$ cat config.mk
export PLATFORM = sky130hd
export DESIGN_NAME = error_comp_accum_flat
export DESIGN_NICKNAME = d
export VERILOG_FILES = /design/src/rtl/error_comp_accum_if.sv /design/src/rtl/error_comp_accum.sv /design/src/flat_wrapper.sv
export SDC_FILE = /design/constraint.sdc
export NUM_CORES = 1
export LEC_CHECK = 0
export ABC_AREA = 1
export BUFFER_PORTS_ARGS = -buffer_cell sky130_fd_sc_hd__buf_4
export CAP_MARGIN = 10
export CORE_ASPECT_RATIO = 2
export CORE_MARGIN = 2
export CORE_UTILIZATION = 40
export CTS_BUF_LIST = sky130_fd_sc_hd__clkbuf_4 sky130_fd_sc_hd__clkbuf_8
export CTS_CLUSTER_SIZE = 12
export DETAILED_ROUTE_END_ITERATION = 10
export PLACE_DENSITY = 0.62
export SLEW_MARGIN = 5
export SYNTH_ARGS = -nofsm -noshare
export SYNTH_HDL_FRONTEND = slang
export SYNTH_SLANG_ARGS = --single-unit
$ cat constraint.sdc
create_clock -name clk -period 3.2 [get_ports clk]
set_input_delay 0.32 -clock clk [delete_from_list [all_inputs] [get_ports clk]]
set_output_delay 0.32 -clock clk [all_outputs]
set_load 0.02 [all_outputs]
$ cat src/rtl/error_comp_accum_if.sv
// Stream bundle for the error-compensation accumulator: term input stream,
// result output stream and the frame-in-progress indicator.
interface error_comp_accum_if #(
    parameter int W  = 9,
    parameter int OW = 24
);
    logic          mode;
    logic          term_valid;
    logic          term_ready;
    logic [W-1:0]  term_data;
    logic          out_valid;
    logic          out_ready;
    logic [OW-1:0] out_data;
    logic          out_mode;
    logic          busy;

    modport master (
        output mode,
        output term_valid,
        output term_data,
        output out_ready,
        input  term_ready,
        input  out_valid,
        input  out_data,
        input  out_mode,
        input  busy
    );

    modport slave (
        input  mode,
        input  term_valid,
        input  term_data,
        input  out_ready,
        output term_ready,
        output out_valid,
        output out_data,
        output out_mode,
        output busy
    );
endinterface

$ cat src/rtl/error_comp_accum.sv
// Serial weighted accumulator for N error terms; produces one compensation word per
// frame, either exactly or with OR-merged low bits and no carry out of them.
module error_comp_accum #(
    parameter int W          = 9,
    parameter int N          = 7,
    parameter int SHIFT      = 2,
    parameter int APPROX_LSB = 4
) (
    input  logic               clk,
    input  logic               rst,
    error_comp_accum_if.slave  bus
);
    localparam int OW = W + SHIFT * (N - 1) + $clog2(N);
    localparam int CW = $clog2(N);
    localparam logic [CW-1:0] LAST_CNT = CW'(N - 1);
    localparam logic [CW-1:0] ZERO_CNT = {CW{1'b0}};
    localparam logic [OW-1:0] ZERO_ACC = {OW{1'b0}};

    typedef enum logic [0:0] {
        ST_ACC  = 1'b0,
        ST_DONE = 1'b1
    } state_t;

    state_t        state_r;
    state_t        state_nxt_s;
    logic          term_ready_r;
    logic          out_valid_r;
    logic [CW-1:0] cnt_r;
    logic [OW-1:0] acc_r;
    logic          mode_r;
    logic          busy_r;
    logic [OW-1:0] out_data_r;
    logic          out_mode_r;

    logic          xfer_s;
    logic          take_s;
    logic          first_s;
    logic          mode_eff_s;
    logic [OW-1:0] acc_base_s;
    logic [OW-1:0] term_sh_s;
    logic [OW-1:0] sum_exact_s;
    logic [OW-1:0] sum_approx_s;
    logic [OW-1:0] acc_nxt_s;

    // Zero-extend a term to the result width and apply its positional weight.
    function automatic logic [OW-1:0] shift_term(input logic [W-1:0] d, input logic [CW-1:0] k);
        logic [OW-1:0] z;
        z = {{(OW - W){1'b0}}, d};
        return z << (SHIFT * int'(k));
    endfunction

    // Next-state and handshake decode.
    always_comb begin
        state_nxt_s = state_r;
        xfer_s      = 1'b0;
        take_s      = 1'b0;
        case (state_r)
            ST_ACC: begin
                xfer_s = bus.term_valid;
                if (bus.term_valid && (cnt_r == LAST_CNT)) begin
                    state_nxt_s = ST_DONE;
                end else begin
                    state_nxt_s = ST_ACC;
                end
            end
            ST_DONE: begin
                take_s = bus.out_ready;
                if (bus.out_ready) begin
                    state_nxt_s = ST_ACC;
                end else begin
                    state_nxt_s = ST_DONE;
                end
            end
            default: begin
                state_nxt_s = ST_ACC;
            end
        endcase
    end

    // Term weighting and the two reduction flavours; the first term of a frame
    // starts from zero and decides the mode for the whole frame.
    always_comb begin
        first_s    = (cnt_r == ZERO_CNT);
        mode_eff_s = mode_r;
        acc_base_s = acc_r;
        if (first_s) begin
            mode_eff_s = bus.mode;
            acc_base_s = ZERO_ACC;
        end else begin
            mode_eff_s = mode_r;
            acc_base_s = acc_r;
        end
        term_sh_s   = shift_term(bus.term_data, cnt_r);
        sum_exact_s = acc_base_s + term_sh_s;
        if (mode_eff_s) begin
            acc_nxt_s = sum_approx_s;
        end else begin
            acc_nxt_s = sum_exact_s;
        end
    end

    // Approximate sum: low bits merged by OR, upper field added with no carry-in.
    generate
        if (APPROX_LSB == 0) begin : g_no_approx
            assign sum_approx_s = sum_exact_s;
        end else begin : g_approx
            assign sum_approx_s = {acc_base_s[OW-1:APPROX_LSB] + term_sh_s[OW-1:APPROX_LSB],
                                   acc_base_s[APPROX_LSB-1:0] | term_sh_s[APPROX_LSB-1:0]};
        end
    endgenerate

    // State register with registered stream flags.
    always_ff @(posedge clk) begin
        if (rst) begin
            state_r      <= ST_ACC;
            term_ready_r <= 1'b1;
            out_valid_r  <= 1'b0;
        end else begin
            state_r      <= state_nxt_s;
            term_ready_r <= (state_nxt_s == ST_ACC);
            out_valid_r  <= (state_nxt_s == ST_DONE);
        end
    end

    // Accumulator, term counter, frame mode and result holding registers.
    always_ff @(posedge clk) begin
        if (rst) begin
            acc_r      <= ZERO_ACC;
            cnt_r      <= ZERO_CNT;
            mode_r     <= 1'b0;
            busy_r     <= 1'b0;
            out_data_r <= ZERO_ACC;
            out_mode_r <= 1'b0;
        end else if (xfer_s) begin
            acc_r  <= acc_nxt_s;
            mode_r <= mode_eff_s;
            busy_r <= 1'b1;
            if (cnt_r == LAST_CNT) begin
                // Counter parks at N-1 until the result is taken.
                cnt_r      <= cnt_r;
                out_data_r <= acc_nxt_s;
                out_mode_r <= mode_eff_s;
            end else begin
                cnt_r <= cnt_r + CW'(1);
            end
        end else if (take_s) begin
            acc_r  <= ZERO_ACC;
            cnt_r  <= ZERO_CNT;
            busy_r <= 1'b0;
        end else begin
            acc_r <= acc_r;
            cnt_r <= cnt_r;
        end
    end

    assign bus.term_ready = term_ready_r;
    assign bus.out_valid  = out_valid_r;
    assign bus.out_data   = out_data_r;
    assign bus.out_mode   = out_mode_r;
    assign bus.busy       = busy_r;
endmodule

$ cat src/flat_wrapper.sv
// flat-port wrapper written by rule: the top's interface ports become plain ports
module error_comp_accum_flat 
#(
    parameter int W          = 9,
    parameter int N          = 7,
    parameter int SHIFT      = 2,
    parameter int APPROX_LSB = 4
)
  (clk, rst, bus_mode, bus_term_valid, bus_term_data, bus_out_ready, bus_term_ready, bus_out_valid, bus_out_data, bus_out_mode, bus_busy);
  error_comp_accum_if #(.W(W), .OW((24))) bus_i ();
  input  logic clk;
  input  logic rst;
  input wire logic [$bits(bus_i.mode)-1:0] bus_mode;
  input wire logic [$bits(bus_i.term_valid)-1:0] bus_term_valid;
  input wire logic [$bits(bus_i.term_data)-1:0] bus_term_data;
  input wire logic [$bits(bus_i.out_ready)-1:0] bus_out_ready;
  output wire logic [$bits(bus_i.term_ready)-1:0] bus_term_ready;
  output wire logic [$bits(bus_i.out_valid)-1:0] bus_out_valid;
  output wire logic [$bits(bus_i.out_data)-1:0] bus_out_data;
  output wire logic [$bits(bus_i.out_mode)-1:0] bus_out_mode;
  output wire logic [$bits(bus_i.busy)-1:0] bus_busy;
  assign bus_i.mode = bus_mode;
  assign bus_i.term_valid = bus_term_valid;
  assign bus_i.term_data = bus_term_data;
  assign bus_i.out_ready = bus_out_ready;
  assign bus_term_ready = bus_i.term_ready;
  assign bus_out_valid = bus_i.out_valid;
  assign bus_out_data = bus_i.out_data;
  assign bus_out_mode = bus_i.out_mode;
  assign bus_busy = bus_i.busy;
  error_comp_accum #(.W(W), .N(N), .SHIFT(SHIFT), .APPROX_LSB(APPROX_LSB)) u_core (.clk(clk), .rst(rst), .bus(bus_i));
endmodule
==> out/qor.txt, run 1 <==
Final period util -> 0.948
Core area -> 10,900 sq um
Area grow syn2layout -> 12.9%
Area occupied by multi-input gates -> 2780 sq um
Switching share of power -> 0.380
Min-Delay Path Class -> in2reg
Commonest non-fill, non-tap cells in the layout -> nand2_1 (258), inv_1 (131), nor2_1 (87)
CTS sink cnt -> 56
Pre-CTS setup slack -> 0.234 ns
Number of port buffers -> 41
Leak Pwr -> 2.77 nW
YS warnings -> 0
Post-Syn Area -> 4520 sq um
Die H -> 154 um
Syn Nets -> 829
CTS buffer count -> 5
Number of nets in the layout -> 867
Global-route wire length before repair -> 25.0 mm
Antenna Nets Post-Route -> 0
GRT overflow -> 0
# Max-Cap Violations -> 0
Vias in the first global route -> 4,939
CTS Hold Buffers Added -> 0
Slowest cell on crit path -> xor2_1
Setup bufs post-CTS -> 0
H-tree depth -> 2
Measured slew at the worst slew-check pin -> 0.693 ns
ANT cells -> 0
Skew final -> 0.0261 ns
Largest net degree at the start of global routing -> 43
Final Max Tran Viols -> 0
Clock share of power -> 0.276
GP Congestion -> 0.996
Io pins -> 42
CTS max path bufs -> 2
Die X -> 79.2 um
DRC -> 0
GRT Total Usage -> 0.271
Crit Path Max Fanout -> 20
CP arrival -> 3.32 ns
R2R Setup Slk -> 0.17 ns
Num rows -> 54
Hold Startpoint -> bus_out_ready
Cell Chain, Critical Path -> buf_4 > o21ai_0 > nor2_1 > a31oi_1 > o21ai_0 > ha_1 > nand2_1 > nor2_1 > nand4_1 > nand2_1 > xor2_1 > nand2_1 > a21oi_1
CP peak stage delay -> 0.44 ns
Hold EP -> u_core.bus.term_ready$_SDFF_PP1_
Iter 0 DRT Violations -> 267
Int Pwr -> 1.04 mW
Status -> finished clean
Tmin final -> 3.03 ns
Worst Path Required -> 3.48 ns
Clk pin slew, worst setup/hold paths -> 0.14 ns
Clock latency on the worst-skew pair -> 0.34 ns
DR vias -> 4,884
Hold Violations, Final -> 0
Post-synth EDFFs -> 0
Register Area -> 1120 sq um
Final Util -> 0.466
Drt via density -> 5.08
Cell count of the worst hold path -> 3
Resize count post-CTS -> 0
Critical Path Most Common Cell -> nand2_1
Final Setup Violations -> 0
Initial Util -> 0.413
Fillers -> 1,210
Crit end category -> register
Fraction of layout cells with a size suffix above 1 -> 0.0876
Final HPWL DP -> 13.0 mm
Die ar. -> 12,200 sq um
Iteration count of the initial detailed-routing pass -> 5
Sequential share of power -> 0.439
CTS root buf -> clkbuf_8
Final setup margin -> 0.165 ns
Flops & latches, synth -> 56
Synthesized area per cell -> 5.77 sq um
Commonest non-fill, non-tap cell in the layout -> nand2_1
Fraction of registers with async set/reset -> 0
Logic pwr share -> 0.285
Setup TNS -> 0 ns
Avg WL per Cell -> 16.5 um
Initial antenna violation count -> 0
Syn Inst Count -> 783
Max IR drop VDD -> 204 uV
Drt total wl -> 15.8 mm
R2R depth -> 13
Switching pwr -> 635 uW
Worst slew margin -> 0.537
Worst r2r src -> u_core.cnt_r[0]$_SDFFE_PP0P_
Post-synth top flop -> dfxtp_1
F_max -> 330 MHz
WS Path Type -> reg2reg
Crit Reg-Reg Endpoint -> u_core.acc_r[10]$_SDFFE_PP0P_
Worst setup SP type -> register
CTS tree -> built
Library cells used by synthesis -> 31
Unrepaired setup endpoints after global routing -> false
Pwr dens -> 328 nW/um^2
Register area share after synthesis -> 0.248
-- critical path, delay by kind of cell, from the launching register on --
| kind | cells | cell delay [ns] |
|---|---|---|
| and+or+nand+nor | 6 | 0.76 |
| buffers and inverters | 1 | 0.19 |
| DFF | 1 | 0.34 |
| AOI/OAI and AO/OA | 4 | 0.82 |
| xor gates and xnor gates | 1 | 0.44 |
| adders and majority gates | 1 | 0.43 |
-- cells by family after synthesis --
kind of cell               Yosys count  share of synthesized area
and+or+nand+nor                    418                      0.376
buffers and inverters              159                      0.137
AOI/OAI and AO/OA                  107                      0.125
DFF                                 56                      0.248
adders and majority gates           32                     0.0919
xor gates and xnor gates             9                     0.0174
muxes                                2                    0.00443
-- worst max path at each step --
stage,endpoint,depth (start not counted),from
global route,u_core.acc_r[10]$_SDFFE_PP0P_,15,u_core.cnt_r[0]$_SDFFE_PP0P_
finish,u_core.acc_r[10]$_SDFFE_PP0P_,13,u_core.cnt_r[0]$_SDFFE_PP0P_
floorplan,u_core.bus.out_data[16]$_SDFFE_PP0P_,22,u_core.cnt_r[1]$_SDFFE_PP0P_
global placement,u_core.bus.out_data[17]$_SDFFE_PP0P_,15,u_core.cnt_r[0]$_SDFFE_PP0P_
detailed placement,u_core.acc_r[10]$_SDFFE_PP0P_,15,u_core.cnt_r[0]$_SDFFE_PP0P_
CTS,u_core.bus.out_data[17]$_SDFFE_PP0P_,15,u_core.cnt_r[0]$_SDFFE_PP0P_
-- power groups by stage --
stage | combinational (mW) | sequential [mW] | clock, mW
2_1_floorplan | 0.312 | 0.749 | 0
3_3_place_gp | 0.468 | 0.749 | 0
3_5_place_dp | 0.471 | 0.750 | 0
4_1_cts | 0.472 | 0.734 | 0.477
5_1_grt | 0.524 | 0.736 | 0.495
6_report | 0.476 | 0.734 | 0.462
-- area by class of cell --
type                    instances  share of cell area
multi-input cells             568               0.546
flip-flops and latches         56               0.220
well taps                     140              0.0343
clock buffers                   5              0.0135
repair buffers                 56              0.0824
inverters                     134              0.0986
clock inverters                 3             0.00564
-- layer usage --
metal,track usage,share of wire
met3,0.0280,0.029
met4,0.240,0.11
met5,0,0
met1,0.245,0.33
met2,0.508,0.53
-- sequential cells by signal, summed over array words and instances, names as in the netlist --
name and cells:
u_core.bus.busy 1, u_core.cnt_r 3, u_core.state_r 1, u_core.acc_r 24, u_core.mode_r 1, u_core.bus.out_data 24, u_core.bus.term_ready 1, u_core.bus.out_mode 1
-- cells in the mapped netlist (3+ instances only) --
library cell	count	area [sq um]
o21ai_0	43	215
a21oi_1	50	250
nand3b_1	7	52.6
buf_2	6	30.0
nor3_1	5	25.0
buf_1	3	11.3
a31oi_1	5	31.3
dfxtp_1	56	1120
nor2_1	89	334
nand3_1	48	240
nand4_1	5	31.3
xnor2_1	5	43.8
xor2_1	4	35.0
ha_1	30	375
nand2_1	258	968
o211ai_1	3	22.5
clkbuf_1	14	52.6
inv_1	131	492
-- through the flow --
| step | hold slack, ns | std cells | instance area (sq um) | power [mW] |
|---|---|---|---|---|
| after floorplan | 0.444 | 783 | 4520 | 1.06 |
| after global placement | 0.454 | 954 | 5000 | 1.22 |
| after detailed placement | 0.458 | 954 | 5000 | 1.22 |
| after CTS | 0.301 | 962 | 5100 | 1.68 |
| after global routing | 0.345 | 962 | 5100 | 1.76 |
| final | 0.300 | 962 | 5100 | 1.67 |
Note: power is estimated with default switching activity, not from simulation.
==> run 2: changes to the inputs <==
--- a/config.mk
+++ b/config.mk
@@ -5,7 +5,6 @@
 export SDC_FILE = /design/constraint.sdc
 export NUM_CORES = 1
 export LEC_CHECK = 0
-export ABC_AREA = 1
 export BUFFER_PORTS_ARGS = -buffer_cell sky130_fd_sc_hd__buf_4
 export CAP_MARGIN = 10
 export CORE_ASPECT_RATIO = 2
==> out/qor.txt, run 2 <==
WS Path Type -> reg2reg
Global-route wire length before repair -> 20.7 mm (-17%)
Flops & latches, synth -> 56 (unchanged)
GP Congestion -> 0.922 (-7.4%)
Die ar. -> 10,800 sq um (-11%)
Crit end category -> register
Worst Path Buf+Inv -> 3 (+2)
Num rows -> 51 (-5.6%)
Crit path max-delay family -> compound AO/OA/AOI/OAI gates
Post-synth EDFFs -> 0 (unchanged)
CP peak stage delay -> 0.36 ns (-0.08 ns)
Final Util -> 0.504 (+0.0383)
Final period util -> 0.958 (+0.00960)
CTS tree -> built
Antenna Nets Post-Route -> 0 (unchanged)
Commonest non-fill, non-tap cells in the layout -> buf_4 (85), nand2_1 (71), dfxtp_1 (54)
Most common cell in the synthesized netlist -> nand2_1
Drt total wl -> 13.1 mm (-17%)
Syn Inst Count -> 525 (-33%)
Die X -> 74.6 um (-5.8%)
Number of port buffers -> 41 (unchanged)
Library cells used by synthesis -> 55 (+77%)
Number of nets in the layout -> 632 (-27%)
GRT Total Usage -> 0.253 (-0.0184)
Core area -> 9700 sq um (-11%)
H-tree depth -> 2 (unchanged)
Register area share after synthesis -> 0.281 (+0.0331)
Fraction of layout cells with a size suffix above 1 -> 0.223 (+0.136)
Skew final -> 0.0117 ns (-0.0144 ns)
Post-Syn Area -> 3990 sq um (-12%)
DR vias -> 4,069 (-17%)
Tmin final -> 3.07 ns (+0.0307 ns)
Top cells by area, synth -> dfxtp_1 (28%), ha_1 (9.4%), nand2_1 (6.8%)
DRC -> 0 (unchanged)
Worst setup SP type -> register
Top cells by count, synth -> nand2_1 (72), dfxtp_1 (56), a21oi_1 (50), nor2_1 (47)
Largest area contributor in the netlist -> dfxtp_1
Synth top area share -> 0.281 (+0.0331)
Max IR drop VDD -> 181 uV (-11%)
Leak Pwr -> 2.08 nW (-25%)
ANT cells -> 0 (unchanged)
Die H -> 145 um (-5.9%)
# Max-Cap Violations -> 0 (unchanged)
Cell Chain, Critical Path -> buf_6 > inv_4 > ha_4 > nand2b_4 > buf_4 > and2_1 > ha_1 > a21o_1 > a211o_1 > a31oi_2 > nor3_2 > a31oi_2 > nor4_1 > a311o_1
Fraction of registers with async set/reset -> 0 (unchanged)
Vias in the first global route -> 4,155 (-16%)
Pwr dens -> 321 nW/um^2 (-1.9%)
Crit Path Max Fanout -> 9 (-55%)
Largest net degree at the start of global routing -> 42 (-2.3%)
Slowest cell on crit path -> dfxtp_2
CTS root buf -> clkbuf_8
Initial Util -> 0.411 (-0.00179)
Final Max Tran Viols -> 0 (unchanged)
Clk pin slew, worst setup/hold paths -> 0.12 ns (-0.02 ns)
CTS max path bufs -> 2 (unchanged)
Iter 0 DRT Violations -> 189 (-29%)
Final Setup Violations -> 0 (unchanged)
Clock latency on the worst-skew pair -> 0.34 ns (about the same)
Worst slew margin -> 0.476 (-0.0617)
Critical Path Most Common Cell -> a31oi_2
Commonest non-fill, non-tap cell in the layout -> buf_4
Hold Violations, Final -> 0 (unchanged)
Avg WL per Cell -> 18.3 um (+11%)
Initial antenna violation count -> 0 (unchanged)
Synthesized area per cell -> 7.59 sq um (+32%)
Status -> finished clean
Final HPWL DP -> 10.4 mm (-20%)
Drt via density -> 5.66 (+11%)
Min-Delay Path Class -> in2reg
Syn Nets -> 571 (-31%)
Area grow syn2layout -> 22.7%
Unrepaired setup endpoints after global routing -> true
F_max -> 326 MHz (-1.0%)
Io pins -> 42 (unchanged)
CTS sink cnt -> 56 (unchanged)
Iteration count of the initial detailed-routing pass -> 4 (-1)
Setup TNS -> 0 ns (unchanged)
Measured slew at the worst slew-check pin -> 0.787 ns (+0.0933 ns)
Worst Path Required -> 3.44 ns (-0.04 ns)
CP arrival -> 3.31 ns (about the same)
YS warnings -> 0 (unchanged)
Post-synth top flop -> dfxtp_1
CTS buffer count -> 5 (unchanged)
GRT overflow -> 0 (unchanged)
## run 2: changes by cell type in the layout (fill, tap and decap cells not counted), sizes merged, moves of 19 or more
cell	previous run	this run
nor2	89	47
nand3	48	12
inv	136	25
nand2	261	72
o21ai	44	25
buf	56	87
## run 2: cells by family (layout without fill, tap and decap cells)
group           after synthesis  after routing  share of synthesized area
compound gates              148            148                      0.239
xor+xnor                     17             17                     0.0374
fa+ha+maj                    32             32                      0.104
buf+inv                      58            120                     0.0584
flops                        56             56                      0.281
mux                          12             12                     0.0348
simple gates                202            202                      0.245
## run 2: through the flow
step                hold WS (ns)  instances  worst slack [ns]  area, sq um  total power [mW]
global placement           0.425        711            0.0143         4690              1.12
finish                     0.196        719             0.134         4890              1.57
global route               0.216        719           -0.0237         4890              1.64
CTS                        0.189        719            0.0100         4790              1.57
detailed placement         0.435        711            0.0310         4690              1.13
floorplan                  0.417        525           0.00934         4040             0.984
## run 2: routing by layer
| metal | vias to the layer above | global-route usage | wire length (um) |
|---|---|---|---|
| met2 | 92 | 0.472 | 7440 |
| met4 | 0 | 0.181 | 932 |
| li1 | 1976 | - | - |
| met1 | 1958 | 0.238 | 4440 |
| met3 | 43 | 0.0222 | 326 |
| met5 | - | 0 | 0 |
## run 2: final timing paths
kind / start / end / slack [ns] / depth (start not counted)
worst min register to register: u_core.acc_r[22]$_SDFFE_PP0P_ / u_core.acc_r[22]$_SDFFE_PP0P_ / 0.46 / 1
worst max-delay path: u_core.cnt_r[1]$_SDFFE_PP0P_ / u_core.bus.out_data[21]$_SDFFE_PP0P_ / 0.13 / 14
worst min-delay path: bus_out_ready / u_core.cnt_r[2]$_SDFFE_PP0P_ / 0.20 / 2
worst max register to register: u_core.cnt_r[1]$_SDFFE_PP0P_ / u_core.bus.out_data[21]$_SDFFE_PP0P_ / 0.13 / 14
## run 2: repair_timing
action,CTS,global route
resized for setup,1,29
pin swaps,0,5
cloned,0,0
setup buffers,0,0
setup endpoints to repair,1,27
hold buffers,0,0
## run 2: worst reg2reg max path: cells and delay by family, from the launching register on
kind                     cells  cell delay, ns
adder cells (fa/ha/maj)      2            0.35
AO/OA/AOI/OAI                5            1.40
flip-flops                   1            0.36
AND/OR/NAND/NOR              4            0.47
buffers and inverters        3            0.41
## run 2: cell type report
type | count | area [sq um]
well taps | 132 | 165
repair buffers | 87 | 661
multi-input cells | 411 | 2750
clock inverters | 3 | 22.5
flip-flops and latches | 56 | 1130
fillers | 991 | 4810
clock buffers | 5 | 68.8
inverters | 25 | 98.8
## run 2: power by group
group | internal, mW | total [mW] | switching, mW
logic | 0.166 | 0.397 | 0.230
registers | 0.716 | 0.729 | 0.0127
clock network | 0.159 | 0.447 | 0.288
